===== src/rtl/stream_tile_compositor.sv =====
// Per-tile sprite compositor: depth/transparency-resolved span writes into a
// TILE_W x TILE_H color/depth store, row-sequential clear, raster readout.
module stream_tile_compositor #(
    parameter int unsigned TILE_W  = 16,
    parameter int unsigned TILE_H  = 2,
    parameter int unsigned COLOR_W = 8,
    parameter int unsigned DEPTH_W = 8
) (
    input  logic                        clk,
    input  logic                        reset,
    input  logic                        clear_req,
    input  logic                        rd_start,
    input  logic                        s_valid,
    output logic                        s_ready,
    input  logic [$clog2(TILE_H)-1:0]   s_row,
    input  logic [$clog2(TILE_W)-1:0]   s_start_x,
    input  logic [DEPTH_W-1:0]          s_depth,
    input  logic                        s_mode,
    input  logic [TILE_W*COLOR_W-1:0]   s_data,
    output logic                        o_valid,
    input  logic                        o_ready,
    output logic [COLOR_W-1:0]          o_color,
    output logic [$clog2(TILE_W)-1:0]   o_x,
    output logic [$clog2(TILE_H)-1:0]   o_y,
    output logic                        o_last,
    output logic                        busy
);

    localparam int unsigned XW   = $clog2(TILE_W);
    localparam int unsigned YW   = $clog2(TILE_H);
    localparam int unsigned IW   = XW + YW;
    localparam int unsigned NPIX = TILE_W * TILE_H;

    typedef enum logic [1:0] {IDLE, CLEAR, READOUT} state_t;

    state_t             state, state_nxt;
    logic [YW-1:0]      row_cnt;
    logic [IW-1:0]      pix_idx;
    logic               span_fire;
    logic               in_rd;

    logic [COLOR_W-1:0] color_mem [TILE_H][TILE_W];
    logic [DEPTH_W-1:0] depth_mem [TILE_H][TILE_W];

    logic [TILE_W-1:0]  wr_en;
    logic [COLOR_W-1:0] wr_color [TILE_W];
    logic [XW-1:0]      lane;
    logic [COLOR_W-1:0] lane_val;
    logic [COLOR_W:0]   sum;

    assign span_fire = s_valid && s_ready;
    assign in_rd     = (state == READOUT);

    // Lane n feeds pixel x = s_start_x + n; lanes past the tile edge never map.
    always_comb begin
        wr_en    = '0;
        lane     = '0;
        lane_val = '0;
        sum      = '0;
        for (int unsigned x = 0; x < TILE_W; x++) begin
            lane        = XW'(x) - s_start_x;
            lane_val    = s_data[lane*COLOR_W +: COLOR_W];
            sum         = {1'b0, color_mem[s_row][x]} + {1'b0, lane_val};
            wr_en[x]    = span_fire && (XW'(x) >= s_start_x)
                          && (s_depth >= depth_mem[s_row][x])
                          && ((s_depth == '0) || (lane_val != '0));
            wr_color[x] = s_mode ? (sum[COLOR_W] ? '1 : sum[COLOR_W-1:0]) : lane_val;
        end
    end

    always_ff @(posedge clk or posedge reset) begin
        if (reset) begin
            for (int unsigned y = 0; y < TILE_H; y++) begin
                for (int unsigned x = 0; x < TILE_W; x++) begin
                    color_mem[y][x] <= '0;
                    depth_mem[y][x] <= '0;
                end
            end
        end else if (state == CLEAR) begin
            for (int unsigned x = 0; x < TILE_W; x++) begin
                color_mem[row_cnt][x] <= '0;
                depth_mem[row_cnt][x] <= '0;
            end
        end else begin
            for (int unsigned x = 0; x < TILE_W; x++) begin
                if (wr_en[x]) begin
                    color_mem[s_row][x] <= wr_color[x];
                    depth_mem[s_row][x] <= s_depth;
                end
            end
        end
    end

    always_ff @(posedge clk or posedge reset) begin
        if (reset) begin
            state   <= IDLE;
            row_cnt <= '0;
            pix_idx <= '0;
        end else begin
            state <= state_nxt;
            case (state)
                IDLE: begin
                    row_cnt <= '0;
                    pix_idx <= '0;
                end
                CLEAR:   row_cnt <= row_cnt + 1'b1;
                READOUT: if (o_ready) pix_idx <= pix_idx + 1'b1;
                default: ;
            endcase
        end
    end

    always_comb begin
        state_nxt = state;
        s_ready   = 1'b0;
        o_valid   = 1'b0;
        busy      = (state != IDLE);
        case (state)
            IDLE: begin
                s_ready = !clear_req && !rd_start;
                if (clear_req)     state_nxt = CLEAR;
                else if (rd_start) state_nxt = READOUT;
            end
            CLEAR: begin
                if (row_cnt == YW'(TILE_H - 1)) state_nxt = IDLE;
            end
            READOUT: begin
                o_valid = 1'b1;
                if (o_ready && o_last) state_nxt = IDLE;
            end
            default: state_nxt = IDLE;
        endcase
    end

    assign o_x     = in_rd ? pix_idx[XW-1:0] : '0;
    assign o_y     = in_rd ? pix_idx[IW-1:XW] : '0;
    assign o_color = in_rd ? color_mem[pix_idx[IW-1:XW]][pix_idx[XW-1:0]] : '0;
    assign o_last  = in_rd && (pix_idx == IW'(NPIX - 1));

endmodule


===== config.mk =====
export PLATFORM = sky130hd
export DESIGN_NAME = stream_tile_compositor
export DESIGN_NICKNAME = d
export VERILOG_FILES = /design/src/rtl/stream_tile_compositor.sv
export SDC_FILE = /design/constraint.sdc
export NUM_CORES = 2
export LEC_CHECK = 0
export CORE_MARGIN = 2
export CORE_UTILIZATION = 25
export CTS_BUF_LIST = sky130_fd_sc_hd__clkbuf_4
export DETAILED_ROUTE_END_ITERATION = 8
export SYNTH_ARGS = -nofsm -noshare
export SYNTH_HDL_FRONTEND = slang
export SYNTH_SLANG_ARGS = --single-unit

===== constraint.sdc =====
create_clock -name clk -period 15.2 [get_ports clk]
set_clock_uncertainty 0.2 [all_clocks]
set_input_delay 1.52 -clock clk [delete_from_list [all_inputs] [get_ports clk]]
set_output_delay 1.52 -clock clk [all_outputs]
set_load 0.1 [all_outputs]

# Word level (Yosys, flattened, before mapping)
# Index checks and enable logic that the tools add are counted.
[classes] addsub=34 reduce_logical=95 eq_ne=7 shifts=16 magnitude_cmp=38 muxes=217 bitwise_logic=52
[ops] operator="$mux W256" n=64
[ops] operator="$and A256 B256 Y256" n=32
[ops] operator="$bwmux W256" n=32
[ops] operator="$demux W128 S1" n=32
[ops] operator="$not A256 Y256" n=16
[ops] operator="$shiftx A128 B8 Y8" n=16
[ops] operator="$mux W128" n=11
[ops] operator="$mux W8" n=37
[ops] operator="$mux W120" n=2
[ops] operator="$mux W112" n=2
[ops] operator="$mux W104" n=2
[ops] operator="$mux W96" n=2
[ops] operator="$mux W88" n=2
[ops] operator="$mux W80" n=2
[ops] operator="$add A8 B8 Y9" n=16
[ops] operator="$mux W72" n=2
[ops] operator="$ge A8 B8 Y1" n=16
[ops] operator="$mux W64" n=2
[ops] operator="$reduce_bool A8 Y1" n=16
[ops] operator="$mux W56" n=2
[ops] operator="$mux W48" n=2
[ops] operator="$mux W40" n=2
[ops] operator="$mux W32" n=2
[ops] operator="$logic_and A1 B1 Y1" n=54
[ops] operator="38 further kinds" n=93
[totals] ff_bits=520 wordCells=526 in_bits=148 out_inout_bits=17

# Depth between registers and ports, before layout
[depth] word_depth=55 ltp_mapped=24 depth_no_buf=18

# Worst setup path after synthesis
# OpenSTA, ideal clock, no wires.
[synth_path] kind="input -> register" from="input s_start_x[1]" to="register color_mem[168] in the netlist's numbering" path_slack_ns=8.429 setup_ns=0.129 path_buffers=7 t_arrival_ns=6.441 path_stages=23 path_cell_list="buf_2 > buf_2 > buf_2 > inv_1 > ha_1 > buf_2 > buf_4 > buf_2 > clkbuf_1 > mux4_2 > mux4_2 > ha_1 > fa_1 > a21oi_1 > nor2_1 > nor2_1 > o21bai_1 > a21oi_1 > nor2b_1 > o21ai_0 > nand3b_1 > o22ai_1 > mux2i_1"
[synth_via] elab_chain_cells=53 elab_cells_between_ends=224 cone_classes="add/sub: 32; order compare: 16; shift: 16; mux: 80; reduce/logical: 80"
[synth_lines] item="start: declaration" line="16" rtl="input logic [$clog2(TILE_W)-1:0] s_start_x,"
[synth_lines] item="$sub A1 B4 Y4" line="61" rtl="lane = XW'(x) - s_start_x;"
[synth_lines] item="$shiftx A128 B8 Y8" line="62" rtl="lane_val = s_data[lane*COLOR_W +: COLOR_W];"
[synth_lines] item="$add A8 B8 Y9" line="63" rtl="sum = {1'b0, color_mem[s_row][x]} + {1'b0, lane_val};"
[synth_lines] item="$mux W8 (2 in a row)" line="67" rtl="wr_color[x] = s_mode ? (sum[COLOR_W] ? '1 : sum[COLOR_W-1:0]) : lane_val;"
[synth_lines] item="$bwmux W256" line="87" rtl="color_mem[s_row][x] <= wr_color[x];"
[synth_lines] item="$mux W256" line="86" rtl="if (wr_en[x]) begin"
[synth_lines] item="$mux W256" line="79" rtl="end else if (state == CLEAR) begin"
[synth_lines] item="$bwmux W256" line="87"
[synth_lines] item="[... 36 more ...]"
[synth_lines] item="$mux W256" line="86"
[synth_lines] item="$mux W256" line="79"
[synth_lines] item="$bwmux W256" line="87"
[synth_lines] item="$mux W256" line="86"
[synth_lines] item="$mux W256" line="79"
[synth_lines] item="$bwmux W256" line="87"
[synth_lines] item="$mux W256 (*)" line="86"
[synth_lines] item="$mux W256 (*)" line="79"
[synth_lines] item="end signal: indexed assignment" line="87"
[synth_lines] item="end: declaration" line="42" rtl="logic [COLOR_W-1:0] color_mem [TILE_H][TILE_W];"
# Every way passes the cells marked *; elsewhere a longest branch is shown, timed or not. The select of a mux whose other input is x is not followed.
# A chain may end at the register's enable or synchronous reset.

# Final worst setup path
[layout_path] from="register pix_idx[4]" to="output o_color[0]"
[layout_via] elab_chain_cells=8
[layout_lines] item="start: declaration" line="38" rtl="logic [IW-1:0] pix_idx;"
[layout_lines] item="start signal: assignment" line="107" rtl="READOUT: if (o_ready) pix_idx <= pix_idx + 1'b1;"
[layout_lines] item="$not A1 Y2 (implied by the code)" line="137" rtl="assign o_color = in_rd ? color_mem[pix_idx[IW-1:XW]][pix_idx[XW-1:0]] : '0;"
[layout_lines] item="$mux W128 (implied by the code) (3 in a row)" line="137"
[layout_lines] item="$bmux W8 S4" line="137"
[layout_lines] item="$mux W8 (implied by the code) (2 in a row)" line="137"
[layout_lines] item="$mux W8" line="137"
[layout_lines] item="end: declaration" line="22" rtl="output logic [COLOR_W-1:0] o_color,"
# No other way between the ends. The select of a mux whose other input is x is not followed.

==> results.md <==
Status:
- The run finished with clean final reports.

Global route:
- The initial antenna violation count is 8.
- The first global-routing pass estimated about 210000 um of wire.
- Across every metal layer, demand over resource in global routing totals 0.166.
- The number of global-route vias before repair came to between 30000 and 40000.
- The pin count of the biggest net entering global routing is 179.
- The sum of overflow across all layers after global routing is 0.

Worst setup path:
- The slowest cell on the critical path is clkdlybuf4s50_1.
- The family of cells with the greatest summed delay on the critical path is buffers and inverters.
- The required time of the critical path is ~13000 ps.
- The dominant cell type by count on the critical path is mux4_2.
- The signal on the critical path passes through buf_4 -> mux4_2 -> mux4_2 -> mux2i_1 -> nor2_1 -> clkdlybuf4s50_1.
- STA puts the critical path data arrival time at about 5700 ps.
- The maximum fanout along the worst path is 34.
- The count of buffer and inverter cells on the critical path is 2.
- The largest single stage delay on the critical path is between 1000 and 1500 ps.
- STA classifies the critical path endpoint as an output pin.
- STA classifies the critical path startpoint as a flip-flop.
- The worst setup path category is reg2out.

Floorplan:
- The floorplan step set the die width to between 400 and 500 um.
- The number of top-level design ports is around 170.
- The vertical die dimension is 411 um.
- The number of core rows is between 100 and 150.
- The starting density of the core is 0.251.
- The die covers roughly 0.17 mm^2.
- The core box area is approximately 0.16 mm^2.

Routing:
- The detailed-route DRC error count is 0.
- After detailed routing, the average wire length per cell comes to between 20 and 25 um.
- Dividing the detail-routed via count by the number of cells gives ~5.3.
- After the first detailed-routing iteration, the DRC count stood at around 3100.
- The final layout contains routed wiring with a total length of 142000 um.
- Once detail routing completed, the nets flagged for antenna violations numbered 0.
- Across all layers, the routed design uses roughly 33000 vias.
- For this run, the detailed router's first-pass iteration total came to 6.

STA:
- The total negative slack is 0 ps.
- The final worst setup slack is 7770 ps.
- The final count of pins violating max slew is 0.
- The number of endpoints with negative hold slack in the final report is 0.
- For the pin with the worst max-slew slack, the measured transition is between 1000 and 1500 ps.
- Setup violations remaining at the end of the flow were counted as 0.
- The minimum clock period is 7430 ps.
- Of the available clock period, the critical path in the final layout requires 0.489.
- Measured against its own limit, the worst slew margin works out to 0.123.
- Timing would allow up to about 0.13 GHz.
- Setup repair after global routing left no endpoint under its margin.

CTS:
- The clock tree buffer depth is 3.
- The total number of clock tree sinks is 520.
- The TritonCTS clock tree is built.
- The clock slew at the register clock pins of the worst setup and hold paths is 70 ps.
- The level count of the clock H-tree is 4.
- Once the clock tree was built, the setup fixing pass inserted 0 buffers.
- Counting the buffers created by CTS gives 150.
- The post-cts repair resize count is 0.
- The worst-skew pair later-pin latency is approximately 1100 ps.
- The master cell of the clock root buffer is clkbuf_4.
- For this design, the CTS-stage hold fixing added 0 buffers.

Placed design:
- Prior to clock tree synthesis, the placed netlist has a worst setup slack of between 8000 and 9000 ps.
- Detailed placement ended at an HPWL of slightly above 100000 um.
- The number of port buffers is 164.
- At the end of routability-driven placement, the weighted congestion stood at 0.971.

Power and ir drop:
- The worst voltage drop across the vdd grid is roughly 0.074 mV.
- The final total power is 6.22 mW.
- For this design the static power due to leakage is between 20 and 25 nW.
- The total power density per cell area is 132 mW/mm^2.

Synthesis:
- For this run, the register share of the synthesized area comes to 0.315.
- The post-synthesis instance total is ~3800.
- The post-synthesis register bit count is 520.
- The number of flops mapped to enable cells by yosys is 0.
- Averaged over all synthesized cells, the footprint is 11.0 um^2.
- The commonest cells after synthesis are mux2i_1 (670), nand2_1 (584), dfrtp_1 (520).
- Yosys attributes the largest share of cell area to dfrtp_1 (31%), mux2i_1 (16%), mux4_2 (15%).
- The net count after synthesis is roughly 4200.
- Among all flip-flop cells after synthesis, the most frequent one is dfrtp_1.
- Yosys printed 0 warnings.
- The most common cell in the synthesized netlist is mux2i_1.
- The synthesized netlist contains 87 unique library cells.
- The post-synthesis instance area is approximately 0.041 mm^2.
- The proportion of synthesized flip-flops having asynchronous set or reset is 1.00.
- Summed over all instances, the cell type with the most area after synthesis is dfrtp_1.
- Of the post-synthesis cell area, the dominant cell type holds 0.315.

Cells and area:
- Measured on the finished design, the core utilization comes to 0.286.
- The post-layout net count is ~4300.
- The signed area change from the synthesized netlist to the final layout is 13.8%.
- In the final layout, the share of cells above drive strength 1 is 0.198.

Min path:
- The class of the tightest hold or removal check is reg2reg.

Job:
- The max capacitance violation total is 0.
==> area by class of cell <==
cell class / instances / area (um^2)
Antenna cell: 8 / 20.0
Clock buffer: 205 / 1540
Clock inverter: 44 / 279
Fill cell: 17042 / 118000
Inverter: 69 / 263
Multi-Input combinational cell: 2919 / 27000
Sequential cell: 520 / 13000
Tap cell: 2189 / 2740
Timing Repair Buffer: 238 / 2240
==> per-stage QoR <==
stage                     hold WS [ps]  instances  instance area (um^2)
after floorplan                    260       3757                 41400
after global placement             308       5935                 45200
after detailed placement           315       5935                 45200
after CTS                          326       6184                 47100
after global routing               339       6189                 47100
final                              322       6192                 47100
==> cells in the final DEF, fill, tap and decap left out, types with 26 or more instances in the layout <==
| cell type | instances |
|---|---|
| a21o_1 | 117 |
| a21oi_1 | 118 |
| buf_4 | 72 |
| clkbuf_4 | 205 |
| clkdlybuf4s50_1 | 158 |
| clkinv_1 | 26 |
| dfrtp_1 | 518 |
| ha_1 | 259 |
| inv_1 | 65 |
| mux2_2 | 150 |
| mux2i_1 | 670 |
| mux4_2 | 280 |
| nand2_1 | 583 |
| nand2b_1 | 29 |
| nor2_1 | 91 |
| nor3_1 | 30 |
| o21ai_0 | 70 |
| o21bai_1 | 39 |
| o22ai_1 | 117 |
| xnor2_1 | 74 |
==> cells by family after synthesis <==
logic type	after synthesis	share of synthesized area
mux	1103	0.357
simple gates	878	0.0943
compound gates	561	0.0895
flops	520	0.315
buf+inv	318	0.0363
fa+ha+maj	279	0.0867
xor+xnor	98	0.0211
==> path summary, 6_finish.rpt <==
kind	start	endpoint	slack (ps)	cells past startpoint
max reg2reg	state[0]$_DFFE_PP0P_	depth_mem[19]$_DFFE_PP0P_	10740	7
min	depth_mem[181]$_DFFE_PP0P_	depth_mem[181]$_DFFE_PP0P_	320	2
max in group asynchronous	reset	color_mem[198]$_DFFE_PP0P_	11360	5
min in group asynchronous	reset	depth_mem[241]$_DFFE_PP0P_	960	3
max	pix_idx[4]$_DFFE_PP0P_	o_color[0]	7770	6
min reg2reg	depth_mem[181]$_DFFE_PP0P_	depth_mem[181]$_DFFE_PP0P_	320	2
==> flip-flops by register name, indices dropped and copies added (netlist names) <==
| name | count |
|---|---|
| pix_idx | 5 |
| row_cnt | 1 |
| depth_mem | 256 |
| state | 2 |
| color_mem | 256 |
==> routing by layer <==
layer	global-route usage	wire length, um	vias to the layer above
met3	0.0372	12300	332
met4	0.0887	7820	4
met5	0	27	-
met2	0.247	61900	1541
li1	-	-	14421
met1	0.224	60200	16675
==> tightest hold or removal path: cells and delay by family, from the launching register on <==
| family | cells | cell delay, ps |
|---|---|---|
| mux | 1 | 50 |
| simple gates | 1 | 60 |
| flops | 1 | 370 |
==> report_power, final <==
group          total (mW)  switching (mW)  internal, mW
Clock                1.31           0.653         0.660
Sequential           2.09           0.307          1.78
Combinational        2.82            1.65          1.17
Total                6.22            2.61          3.61
Note: power is estimated with default switching activity, not from simulation.
